## src/rtl/fnd_scan_controller.sv

```systemverilog
// Time-multiplexed 7-segment display driver. Scans DIGITS digits at a
// prescaled rate. The displayed value is captured once per frame so the
// display never shows a torn value. Each digit slot starts with a short
// all-dark gap that suppresses ghosting between neighbouring digits.
module fnd_scan_controller #(
   parameter int DIGITS      = 4,
   parameter int CLK_DIV     = 100000,
   parameter int BLANK_CYC   = 2,
   parameter int SEL_ACT_LOW = 1,
   parameter int SEG_ACT_LOW = 1
) (
   input  logic                  i_clk,
   input  logic                  i_reset,
   input  logic                  i_En,
   input  logic [4*DIGITS-1:0]   i_value,
   input  logic [DIGITS-1:0]     i_dp,
   input  logic                  i_lzb,
   output logic [DIGITS-1:0]     o_select_position,
   output logic [7:0]            o_font,
   output logic                  o_frame_start
);

   localparam int PW = $clog2(CLK_DIV);
   localparam int IW = $clog2(DIGITS);
   localparam logic [PW-1:0]     PRE_LAST  = PW'(CLK_DIV - 1);
   localparam logic [PW-1:0]     PRE_BLANK = PW'(BLANK_CYC);
   localparam logic [IW-1:0]     IDX_LAST  = IW'(DIGITS - 1);
   localparam logic [DIGITS-1:0] SEL_OFF   = (SEL_ACT_LOW != 0) ? '1 : '0;
   localparam logic [7:0]        SEG_OFF   = (SEG_ACT_LOW != 0) ? 8'hFF : 8'h00;

   logic [PW-1:0]       pre_q, pre_d;
   logic [IW-1:0]       idx_q, idx_d;
   logic                run_q;            // scan was enabled on the previous cycle
   logic [4*DIGITS-1:0] snap_val_q;
   logic [DIGITS-1:0]   snap_dp_q;
   logic                snap_lzb_q;
   logic [DIGITS-1:0]   sel_q, sel_d;
   logic [7:0]          font_q, font_d;
   logic                frame_q, frame_d;

   logic                tick, load, blank_digit;
   logic [3:0]          nib;
   logic [6:0]          seg;
   logic [7:0]          raw;
   logic [DIGITS-1:0]   zero_from;        // bit k: nibbles DIGITS-1..k are all zero
   logic [DIGITS-1:0]   onehot;

   // Active-high segment pattern {g,f,e,d,c,b,a} for a hex nibble.
   function automatic logic [6:0] seg7(input logic [3:0] n);
      case (n)
         4'h0: seg7 = 7'h3F;  4'h1: seg7 = 7'h06;  4'h2: seg7 = 7'h5B;  4'h3: seg7 = 7'h4F;
         4'h4: seg7 = 7'h66;  4'h5: seg7 = 7'h6D;  4'h6: seg7 = 7'h7D;  4'h7: seg7 = 7'h07;
         4'h8: seg7 = 7'h7F;  4'h9: seg7 = 7'h6F;  4'hA: seg7 = 7'h77;  4'hB: seg7 = 7'h7C;
         4'hC: seg7 = 7'h39;  4'hD: seg7 = 7'h5E;  4'hE: seg7 = 7'h79;  default: seg7 = 7'h71;
      endcase
   endfunction

   // Leading-zero detection over the snapshot, scanning down from the top digit.
   always_comb begin
      zero_from = '0;
      zero_from[DIGITS-1] = (snap_val_q[4*(DIGITS-1) +: 4] == 4'h0);
      for (int k = DIGITS - 2; k >= 0; k--)
         zero_from[k] = zero_from[k+1] && (snap_val_q[4*k +: 4] == 4'h0);
   end

   // Scan counters, snapshot trigger and the next registered output values.
   always_comb begin
      tick        = (pre_q == PRE_LAST);
      load        = i_En && (!run_q || (tick && idx_q == IDX_LAST));
      pre_d       = '0;
      idx_d       = '0;
      if (i_En) begin
         pre_d = tick ? '0 : pre_q + 1'b1;
         idx_d = !tick ? idx_q : (idx_q == IDX_LAST) ? '0 : idx_q + 1'b1;
      end
      nib         = snap_val_q[4*int'(idx_q) +: 4];
      blank_digit = snap_lzb_q && (idx_q != '0) && zero_from[idx_q];
      seg         = blank_digit ? 7'h00 : seg7(nib);
      raw         = {snap_dp_q[idx_q], seg};
      onehot      = DIGITS'(1) << idx_q;
      sel_d       = SEL_OFF;
      font_d      = SEG_OFF;
      if (i_En && pre_q >= PRE_BLANK) begin
         sel_d  = (SEL_ACT_LOW != 0) ? ~onehot : onehot;
         font_d = (SEG_ACT_LOW != 0) ? ~raw : raw;
      end
      frame_d     = load;
   end

   // State, snapshot and output registers; reset forces the display dark.
   always_ff @(posedge i_clk) begin
      if (i_reset) begin
         pre_q      <= '0;
         idx_q      <= '0;
         run_q      <= 1'b0;
         snap_val_q <= '0;
         snap_dp_q  <= '0;
         snap_lzb_q <= 1'b0;
         sel_q      <= SEL_OFF;
         font_q     <= SEG_OFF;
         frame_q    <= 1'b0;
      end else begin
         pre_q      <= pre_d;
         idx_q      <= idx_d;
         run_q      <= i_En;
         if (load) begin
            snap_val_q <= i_value;
            snap_dp_q  <= i_dp;
            snap_lzb_q <= i_lzb;
         end
         sel_q      <= sel_d;
         font_q     <= font_d;
         frame_q    <= frame_d;
      end
   end

   assign o_select_position = sel_q;
   assign o_font            = font_q;
   assign o_frame_start     = frame_q;

endmodule
```

## config.mk

```make
export PLATFORM = sky130hd
export DESIGN_NAME = fnd_scan_controller
export DESIGN_NICKNAME = d
export VERILOG_FILES = /design/src/rtl/fnd_scan_controller.sv
export SDC_FILE = /design/constraint.sdc
export NUM_CORES = 1
export LEC_CHECK = 0
export CORE_UTILIZATION = 44
export DETAILED_ROUTE_END_ITERATION = 16
export GPL_TIMING_DRIVEN = 1
export PLACE_DENSITY = 0.66
export SLEW_MARGIN = 20
export SYNTH_ARGS = -nofsm -noshare
export SYNTH_HDL_FRONTEND = slang
export SYNTH_SLANG_ARGS = --single-unit
export TNS_END_PERCENT = 10
```

## constraint.sdc

```tcl
create_clock -name i_clk -period 3.15 [get_ports i_clk]
set_input_delay 0.4725 -clock i_clk [delete_from_list [all_inputs] [get_ports i_clk]]
set_output_delay 0.4725 -clock i_clk [all_outputs]
set_load 0.02 [all_outputs]
```

==> run_results.csv <==
group,metric,value,unit
outcome,status,"completed",
global_routing,grt_pass1_wl,8680,um
synth,synth_adder_area_share,5.58,%
finish,n_fill_cell,524,
floorplan,die-area,6430,um2
global_routing,grt-ovfl-total,0,
power_and_ir_drop,powerDensity,399,nW/um2
finish,final_design_area_no_fill,3170,um2
power_and_ir_drop,internal-power,0.963,mW
clocking,cts_tree,"done",
clocking,clk_latency,0.31,ns
finish,diodes,0,
place,numPortBuffers,36,
setup_path,worstPathMaxFanout,21,
floorplan,die_x,80.2,um
setup_path,worstPathRequired,3.33,ns
synth,synth_compound_area_share,6.37,%
setup_path,start_kind,"flip-flop",
synth,synth_xor_area_share,3.25,%
power_and_ir_drop,net-switching-power,0.302,mW
finish,mostFrequentLayoutCells,"54 x dfxtp_1, 45 x nand2b_1, 36 x clkdlybuf4s50_1, 23 x mux2i_1",
routing,avgViaCountPerCell,5.11,
timing,period_share,70.7,%
synth,synth_cell_types,38,
global_routing,antenna_found_initial,0,
setup_path,rr_worst_depth,4,
setup_path,crit_slowest_cell,"or4_4",
routing,drt_iter0_markers,158,
global_routing,grt.total_usage,17.5,%
place,gp_congestion,0.852,
routing,ant_nets,0,
clocking,postCtsResizedCells,0,
routing,drc_errors,0,
clocking,numClockSinks,54,
timing,tightest_slew,0.890,ns
clocking,cts_setup_buffers,0,
power_and_ir_drop,p_comb_share,11.3,%
routing,routed_wl,5020,um
hold_path,hold_path.class,"reg -> reg",
clocking,clk_path_buf_depth,2,
synth,synth_area,2690,um2
timing,rsz0062_at_grt,"no",
synth,yosysWarnings,0,
finish,area_growth,17.7,%
timing,slew_headroom,40.4,%
timing,finalCriticalPeriod,2.23,ns
power_and_ir_drop,leakagePower,1.17,nW
setup_path,crit_arrival,2.41,ns
power_and_ir_drop,max-vdd-ir-drop,169,uV
power_and_ir_drop,power_frac_seq,56.9,%
timing,fmax,449,MHz
synth,synthFlopType,"dfxtp_1",
floorplan,chipHeight,80.2,um
finish,nets,350,
synth,yosys.area_share.simple,26.5,%
floorplan,start_util,45.5,%
timing,whs,0.460,ns
timing,final_hold_viol_count,0,
floorplan,fp.coreArea,5920,um2
clocking,root_buffer,"clkbuf_8",
floorplan,ios,37,
global_routing,grt_max_degree,43,
routing,vias,1993,
power_and_ir_drop,power,1.27,mW
synth,synth_nets,318,
synth,yosysSeqAreaShare,40.2,%
synth,ys_ff_latch,54,
finish,multiInputGateArea,1490,um2
synth,avgSynthCellArea,9.54,um2
routing,wl_per_cell,12.9,um
place,dp_hpwl,3720,um
clocking,cts_max_level,2,
flow_run,maxCapViolCount,0,
routing,dr.pass1.iters,4,
timing,slew_violations,0,
clocking,clkTransAtPathRegs,0.10,ns
clocking,cts_hold_buf,0,
synth,synth_edf_count,0,
synth,syn_inst,282,
global_routing,grt_pass1_vias,1813,
clocking,numCtsBuffers,5,
synth,synth.mux.area_fraction,13.6,%
timing,finalClockSkew,0.00574,ns
hold_path,hold_path_depth,1,
synth,synth_top_family_by_area,"simple AND/OR/NAND/NOR gates",
setup_path,crit_path_frequent_cell,"or4_4",
setup_path,crit_chain,"or4_4 -> or4_4 -> o31a_4 -> mux2i_1",
setup_path,end_kind,"flip-flop",
power_and_ir_drop,power_frac_clock,31.8,%
setup_path,slowest_delay,0.55,ns
place,place_area,3080,um2
timing,setup_viol,0,
finish,layout_commonest_cell,"dfxtp_1",
finish,final_layout_size_suffix_gt1_share,6.67,%
power_and_ir_drop,p_sw_share,23.9,%
floorplan,fp-row-count,28,
setup_path,crit_type,"reg -> reg",
synth,synth-async-reset-ratio,0,%
finish,regArea,1080,um2
timing,setup_tns,0,ns
[per-layer routing]
metal	wire length, um	global-route usage [%]	part of all wire, %	vias to the layer above
met5	0	0	0	-
li1	-	-	-	1043
met3	179	3.75	3.6	5
met1	2710	25.8	54	906
met4	60	4.82	1.2	0
met2	2070	25.5	41	39
[worst paths after layout]
| check | start | slack [ns] | to |
|---|---|---|---|
| worst min-delay path | run_q$_SDFF_PP0_ | 0.46 | o_frame_start$_SDFF_PP0_ |
| worst min register to register | run_q$_SDFF_PP0_ | 0.46 | o_frame_start$_SDFF_PP0_ |
| worst max-delay path | pre_q[13]$_SDFF_PP0_ | 0.92 | snap_val_q[4]$_SDFFE_PP0P_ |
| worst max register to register | pre_q[13]$_SDFF_PP0_ | 0.92 | snap_val_q[4]$_SDFFE_PP0P_ |
[state kept, by name (all words and copies together) (netlist names)]
name and flops:
pre_q 17, snap_val_q 16, o_font 8, o_select_position 4, snap_dp_q 4, idx_q 2
o_frame_start 1, run_q 1, snap_lzb_q 1
[synthesized netlist by cell type, types with 2 or more instances]
cell type  instances  share of area, %
a31oi_1            2              0.46
a22oi_1            2              0.56
or3_1              5               1.2
clkbuf_1           9               1.3
mux4_2             5               4.2
xnor2_1            6               2.0
nand3_1           11               2.0
o21ai_0            6               1.1
inv_1             10               1.4
o21bai_1           2              0.56
xor2_1             4               1.3
buf_2              2              0.37
nand4_1            7               1.6
nor2b_1            2              0.46
or4_1              4               1.1
buf_12             2               1.5
mux2i_1           23               8.6
a21oi_1            9               1.7
ha_1              12               5.6
mux2_2             2              0.84
nor4_1             6               1.4
nand2b_1          45                10
nand2_1           16               2.2
and2_1             2              0.46
nor2_1            16               2.2
or4_4              2              0.84
nor3_1             4              0.74
o31ai_1            3              0.84
dfxtp_1           54                40
[layout make-up]
cell class                      instances  area share (%)
Multi-Input combinational cell        205            47.0
Timing Repair Buffer                   38            11.8
Sequential cell                        54            34.1
Clock inverter                          1           0.158
Tap cell                               75            2.96
Inverter                               10            1.18
Clock buffer                            7            2.73
[through the flow]
stage	utilization [%]	worst slack (ns)	cells
floorplan	-	1.08	282
global placement	52.0	0.972	382
detailed placement	52.0	0.871	382
CTS	53.5	0.910	390
global route	53.5	0.770	390
finish	53.5	0.923	390
[cell families after synthesis]
kind of cell,Yosys count
buffers and inverters,23
DFF,54
AOI/OAI and AO/OA,27
adders and majority gates,12
and+or+nand+nor,126
xor gates and xnor gates,10
muxes,30
[power by group through the flow]
stage / logic [mW] / clock network [mW] / registers [mW]
final: 0.143 / 0.402 / 0.720
after global routing: 0.158 / 0.440 / 0.723
after CTS: 0.144 / 0.411 / 0.720
after detailed placement: 0.143 / 0 / 0.736
after global placement: 0.141 / 0 / 0.736
after floorplan: 0.0957 / 0 / 0.734
[critical path, delay by kind of cell (launching register included)]
family           cells  cell delay (ns)
AO/OA/AOI/OAI        1             0.52
flip-flops           1             0.37
multiplexers         1             0.17
AND/OR/NAND/NOR      2             1.02
No activity file was read; power rests on OpenSTA's default activity.
